<file path="src/rtl/svnet_tree_accum.sv">
// Signed adder tree over COUNT lanes feeding a packet accumulator; one result per last-tagged packet.
// Latency T+1 cycles from last beat accepted to result valid; a pending unaccepted result stalls every stage.
module svnet_tree_accum #(
  parameter int WIDTH     = 8,
  parameter int COUNT     = 9,
  parameter int REG_EVERY = 1,
  parameter int ACC_WIDTH = 16,
  parameter int SATURATE  = 0
) (
  input  logic                     clk,
  input  logic                     rst_n,
  input  logic                     i_data_valid,
  output logic                     i_data_ready,
  input  logic                     i_data_last,
  input  logic [COUNT*WIDTH-1:0]   i_data,
  output logic                     o_data_valid,
  input  logic                     o_data_ready,
  output logic [ACC_WIDTH-1:0]     o_data,
  output logic                     o_data_overflow
);

  localparam int D   = $clog2(COUNT);
  localparam int T   = (D + REG_EVERY - 1) / REG_EVERY;
  localparam int NS  = (T > 0) ? T : 1;
  localparam int SW  = WIDTH + D;
  localparam int NL  = COUNT + 1;
  localparam int AW1 = ACC_WIDTH + 1;
  localparam logic signed [ACC_WIDTH-1:0] ACC_MAX = {1'b0, {(ACC_WIDTH-1){1'b1}}};
  localparam logic signed [ACC_WIDTH-1:0] ACC_MIN = {1'b1, {(ACC_WIDTH-1){1'b0}}};

  if (ACC_WIDTH < $clog2(COUNT) + WIDTH) begin : g_bad_acc_width
    $error("ACC_WIDTH is narrower than one beat sum");
  end

  typedef enum logic {IDLE, ACCUM} state_t;

  logic                    en_c;
  logic signed [SW-1:0]    lane_c   [NL];
  logic signed [SW-1:0]    tree_cur [NL];
  logic signed [SW-1:0]    tree_nxt [NL];
  logic signed [SW-1:0]    stg_q    [NS][NL];
  logic signed [SW-1:0]    stg_d    [NS][NL];
  logic                    stg_vld_q [NS];
  logic                    stg_vld_d [NS];
  logic                    stg_lst_q [NS];
  logic                    stg_lst_d [NS];

  logic signed [SW-1:0]        sum_c;
  logic                        sum_vld_c, sum_lst_c;
  logic signed [ACC_WIDTH-1:0] base_c, res_c;
  logic signed [AW1-1:0]       wide_c;
  logic                        base_ovf_c, step_ovf_c;

  state_t                      state_q, state_d;
  logic signed [ACC_WIDTH-1:0] acc_q, acc_d, o_data_q, o_data_d;
  logic                        acc_ovf_q, acc_ovf_d, o_ovf_q, o_ovf_d, o_vld_q, o_vld_d;

  assign en_c            = !o_vld_q || o_data_ready;
  assign i_data_ready    = en_c;
  assign o_data_valid    = o_vld_q;
  assign o_data          = o_data_q;
  assign o_data_overflow = o_ovf_q;

  // Slot COUNT stays zero so an odd node always pairs with a zero partner.
  always_comb begin
    for (int j = 0; j < NL; j++) lane_c[j] = '0;
    for (int j = 0; j < COUNT; j++) lane_c[j] = SW'($signed(i_data[j*WIDTH +: WIDTH]));
  end

  always_comb begin
    tree_cur = lane_c;
    tree_nxt = lane_c;
    stg_d    = stg_q;
    for (int k = 0; k < NS; k++) begin
      if (k > 0) tree_cur = stg_q[(k > 0) ? k - 1 : 0];
      for (int r = 0; r < REG_EVERY; r++) begin
        if (k * REG_EVERY + r < D) begin
          for (int j = 0; j < NL; j++) tree_nxt[j] = '0;
          for (int j = 0; j < (COUNT + 1) / 2; j++) tree_nxt[j] = tree_cur[2*j] + tree_cur[2*j+1];
          tree_cur = tree_nxt;
        end
      end
      if (en_c) stg_d[k] = tree_cur;
    end
  end

  always_comb begin
    stg_vld_d = stg_vld_q;
    stg_lst_d = stg_lst_q;
    if (en_c) begin
      stg_vld_d[0] = i_data_valid;
      stg_lst_d[0] = i_data_valid && i_data_last;
      for (int k = 1; k < NS; k++) begin
        stg_vld_d[k] = stg_vld_q[k-1];
        stg_lst_d[k] = stg_lst_q[k-1];
      end
    end
  end

  always_comb begin
    if (T == 0) begin
      sum_c     = lane_c[0];
      sum_vld_c = i_data_valid;
      sum_lst_c = i_data_last;
    end else begin
      sum_c     = stg_q[NS-1][0];
      sum_vld_c = stg_vld_q[NS-1];
      sum_lst_c = stg_lst_q[NS-1];
    end
  end

  // One extra bit exposes any step outside the ACC_WIDTH signed range.
  always_comb begin
    base_c     = (state_q == ACCUM) ? acc_q : '0;
    base_ovf_c = (state_q == ACCUM) && acc_ovf_q;
    wide_c     = AW1'(base_c) + AW1'(sum_c);
    step_ovf_c = wide_c[ACC_WIDTH] ^ wide_c[ACC_WIDTH-1];
    res_c      = wide_c[ACC_WIDTH-1:0];
    if (SATURATE != 0 && step_ovf_c) res_c = wide_c[ACC_WIDTH] ? ACC_MIN : ACC_MAX;
  end

  always_comb begin
    state_d   = state_q;
    acc_d     = acc_q;
    acc_ovf_d = acc_ovf_q;
    o_data_d  = o_data_q;
    o_ovf_d   = o_ovf_q;
    o_vld_d   = o_vld_q && !o_data_ready;
    if (en_c && sum_vld_c) begin
      if (sum_lst_c) begin
        o_data_d  = res_c;
        o_ovf_d   = base_ovf_c || step_ovf_c;
        o_vld_d   = 1'b1;
        acc_d     = '0;
        acc_ovf_d = 1'b0;
        state_d   = IDLE;
      end else begin
        acc_d     = res_c;
        acc_ovf_d = base_ovf_c || step_ovf_c;
        state_d   = ACCUM;
      end
    end
  end

  always_ff @(posedge clk or negedge rst_n) begin
    if (!rst_n) begin
      stg_q     <= '{default: '0};
      stg_vld_q <= '{default: 1'b0};
      stg_lst_q <= '{default: 1'b0};
      state_q   <= IDLE;
      acc_q     <= '0;
      acc_ovf_q <= 1'b0;
      o_data_q  <= '0;
      o_ovf_q   <= 1'b0;
      o_vld_q   <= 1'b0;
    end else begin
      stg_q     <= stg_d;
      stg_vld_q <= stg_vld_d;
      stg_lst_q <= stg_lst_d;
      state_q   <= state_d;
      acc_q     <= acc_d;
      acc_ovf_q <= acc_ovf_d;
      o_data_q  <= o_data_d;
      o_ovf_q   <= o_ovf_d;
      o_vld_q   <= o_vld_d;
    end
  end

endmodule

</file>
<file path="config.mk">
export PLATFORM = sky130hd
export DESIGN_NAME = svnet_tree_accum
export DESIGN_NICKNAME = d
export VERILOG_FILES = /design/src/rtl/svnet_tree_accum.sv
export SDC_FILE = /design/constraint.sdc
export NUM_CORES = 1
export LEC_CHECK = 0
export CAP_MARGIN = 20
export CELL_PAD_IN_SITES_DETAIL_PLACEMENT = 0
export CELL_PAD_IN_SITES_GLOBAL_PLACEMENT = 1
export CORE_MARGIN = 1.5
export CORE_UTILIZATION = 44
export CTS_BUF_LIST = sky130_fd_sc_hd__clkbuf_16
export DETAILED_ROUTE_END_ITERATION = 8
export PLACE_DENSITY = 0.77
export RECOVER_POWER = 100
export SLEW_MARGIN = 40
export SYNTH_ARGS = -nofsm -noshare
export SYNTH_HDL_FRONTEND = slang
export SYNTH_SLANG_ARGS = --single-unit
</file>
<file path="constraint.sdc">
create_clock -name clk -period 2.9 [get_ports clk]
set_clock_uncertainty 0.1 [all_clocks]
set_input_delay 0.435 -clock clk [delete_from_list [all_inputs] [get_ports clk]]
set_output_delay 0.435 -clock clk [all_outputs]
set_load 0.02 [all_outputs]
</file>
==> run_results.csv <==
group,metric,value,unit
critical_path,critPathMaxFanout,6,
place,globalplace.congestion,0.837,
yosys,yosys_warnings,0,
clock_tree,post_cts_buffers,0,
global_route,grt_usage,20.4,%
final_layout,layout-drive-gt1-share,6.75,%
floorplan,die_x,150,um
sta,grt_setup_unrepaired,"false",
sta,maxClockFrequency,361,MHz
yosys,synth_compound_area_share,18.1,%
yosys,synth_sequential_area_ratio,40.0,%
power,vdd_ir_drop_max,420,uV
drt,wire_per_inst,14.6,um
final_layout,final_design_area_no_fill,11500,sq um
critical_path,rrSetupSlack,0.26,ns
yosys,yosys-mux-area-fraction,0.803,%
sta,worst-slew-pin-transition,1.83,ns
drt,via_per_inst,5.26,
final_layout,layout_common_cells,"193 x nand2_1, 151 x dfrtp_1, 88 x ha_1",
drt,antenna_nets_post_route,0,
critical_path,crit_arrival,2.23,ns
global_route,grt_first_pass_wirelength,36.8,mm
critical_path,crit_path_end,"i_data_ready",
final_layout,num-fill-cells,2007,
drt,dr_total_vias,7607,
sta,relative_slew_margins,-22.0,%
floorplan,start_util,45.1,%
status,status,"finished, violations left",
sta,timing.final.setup_violations,0,
clock_tree,register_clock_pin_slew_on_the_reported_worst_setup_and_hold_paths,0.06,ns
floorplan,dieHeight,150,um
clock_tree,htree_levels,4,
final_layout,final_layout_net_count,1332,
clock_tree,ctsLongestPathBuffers,2,
critical_path,element_type_at_the_critical_path_end,"output port",
yosys,syn_inst,1057,
clock_tree,insertion_delay,0.43,ns
yosys,syn-cell-area,9510,sq um
status,failed_checks,"max-capacitance violations, max-slew violations",
global_route,gr_overflow_total,0,
place,worst_slack_at_placement,0.130,ns
job,max_cap_violations,1,
global_route,antenna_found_initial,0,
clock_tree,cts-buffers-inserted,17,
floorplan,core_area,21100,sq um
floorplan,pin_count,96,
global_route,grt_pass1_vias,7871,
critical_path,cp_data_required_time,2.37,ns
clock_tree,clkSinkCount,152,
critical_path,worstSetupStartpointType,"input port",
yosys,synthAdderAreaFrac,13.5,%
drt,drt_pass1_iterations,4,
drt,drt_wl_total,21.2,mm
global_route,grt_start_max_net_pins,88,
yosys,flip_flop_and_latch_count_after_synthesis,152,
yosys,yosys_most_used_dff,"dfrtp_1",
yosys,post_synth_and_or_nand_nor_area_fraction,19.9,%
sta,slew_viol_final,69,
yosys,async_set_or_reset_register_ratio_after_synthesis,100,%
floorplan,floorplan.rows,53,
final_layout,final_common_cell,"nand2_1",
final_layout,diode_count,0,
floorplan,die_area,22500,sq um
drt,post-route-drc-count,0,
critical_path,critical_path.startpoint,"o_data_ready",
sta,post-route-period-util,95.5,%
clock_tree,cts_tree,"yes",
sta,fin_worst_hold_slack,0.367,ns
critical_path,reg2reg_from,"state_q",
critical_path,regToRegEndpoint,"acc_q[13]",
yosys,synth.net_count,1231,
critical_path,worst_r2r_path_depth,8,
hold_path,type_of_the_worst_min_delay_path,"reg2reg",
place,placed_standard_cell_area,10900,sq um
sta,period_needed,2.77,ns
power,p_leak,5.24,nW
drt,first_iter_violations,257,
yosys,synth-edff-count,0,
power,power_density,1210,nW/um^2
place,port_buffers,95,
yosys,combinational_family_with_the_most_area_after_synthesis,"simple AND/OR/NAND/NOR gates",
place,dp_hpwl,15.5,mm
yosys,synthXorXnorAreaFrac,4.14,%
sta,totalNegativeSetupSlack,0,ns
yosys,synth_cell_types,58,
yosys,syn_avg_cell_area,9.00,sq um
clock_tree,clk_root_buffer_cell,"clkbuf_16",
sta,postLayoutSetupSlackWorst,0.132,ns
critical_path,startpoint_to_endpoint_class_of_the_critical_path,"in2out",
sta,timing.final.hold_violations,0,
final_layout,layout-area-overhead-vs-synth,20.8,%
-- worst min-delay path by stage --
| stage | cells after the start | to | slack (ns) | startpoint |
|---|---|---|---|---|
| after floorplan | 0 | acc_ovf_q | 0.04 | rst_n |
| after global placement | 2 | stg_vld_q[1] | 0.35 | stg_vld_q[1] |
| after detailed placement | 2 | stg_q[329] | 0.36 | stg_q[329] |
| after CTS | 2 | stg_q[329] | 0.37 | stg_q[329] |
| after global routing | 2 | stg_q[329] | 0.38 | stg_q[329] |
| final | 2 | stg_vld_q[3] | 0.37 | stg_vld_q[3] |
-- layer usage --
layer / part of all wire, % / global-route usage [%]
met2: 49 / 35.4
met5: 0 / 0
met1: 46 / 25.6
met4: 1.8 / 6.96
met3: 3.1 / 3.26
-- registers in the layout (all words and copies together), names as in the netlist --
register,cells
acc_ovf_q,1
acc_q,16
o_data,16
o_data_overflow,1
o_data_valid,1
state_q,1
stg_lst_q,3
stg_q,96
stg_vld_q,3
sum_c,12
sum_lst_c,1
sum_vld_c,1
-- synthesized netlist by cell type, types with 20 or more instances --
library cell  instances  area, sq um
nand2_1             193          724
dfrtp_1             152         3800
ha_1                 88         1100
a21oi_1              84          420
nor2_1               68          255
o21ai_0              61          305
inv_1                50          188
clkbuf_1             28          105
xor2_1               25          219
o31ai_1              21          158
and2_1               20          125
xnor2_1              20          175
-- worst max-delay path, cell delays in order --
cell and delay, ns:
clkdlybuf4s50_1 0.40, nor2b_1 0.35, clkinvlp_2 0.33, dlygate4sd3_1 0.72
-- cell families after synthesis --
logic type | after synthesis
buffers and inverters | 89
muxes | 7
and+or+nand+nor | 396
adders and majority gates | 97
DFF | 152
xor gates and xnor gates | 45
AOI/OAI and AO/OA | 271
-- cell type report --
class / instances / area, sq um / share of cell area (%)
Multi-Input combinational cell: 816 / 5370 / 46.8
Clock buffer: 17 / 425 / 3.70
Timing Repair Buffer: 121 / 1150 / 10.1
Sequential cell: 152 / 3800 / 33.1
Tap cell: 275 / 344 / 2.99
Inverter: 50 / 189 / 1.64
Clock inverter: 15 / 199 / 1.73
-- per-stage QoR --
step | utilization, % | total power [mW] | cells
after global placement | 51.7 | 11.5 | 1413
after global routing | 54.5 | 15.2 | 1446
after detailed placement | 51.7 | 11.7 | 1413
after floorplan | - | 9.46 | 1057
final | 54.5 | 13.9 | 1446
after CTS | 54.7 | 14.1 | 1446
-- report_power, final --
group          switching, mW  total (mW)  internal, mW
combinational           4.30        7.76          3.46
clock                  0.920        2.36          1.44
sequential             0.608        3.75          3.14
total                   5.83        13.9          8.05
-- timing repair --
item	CTS	global route
endpoints found under the setup margin	0	6
gates resized for setup	0	1
hold buffers	1	0
hold endpoints to repair	68	0
Note: power is estimated with default switching activity, not from simulation.
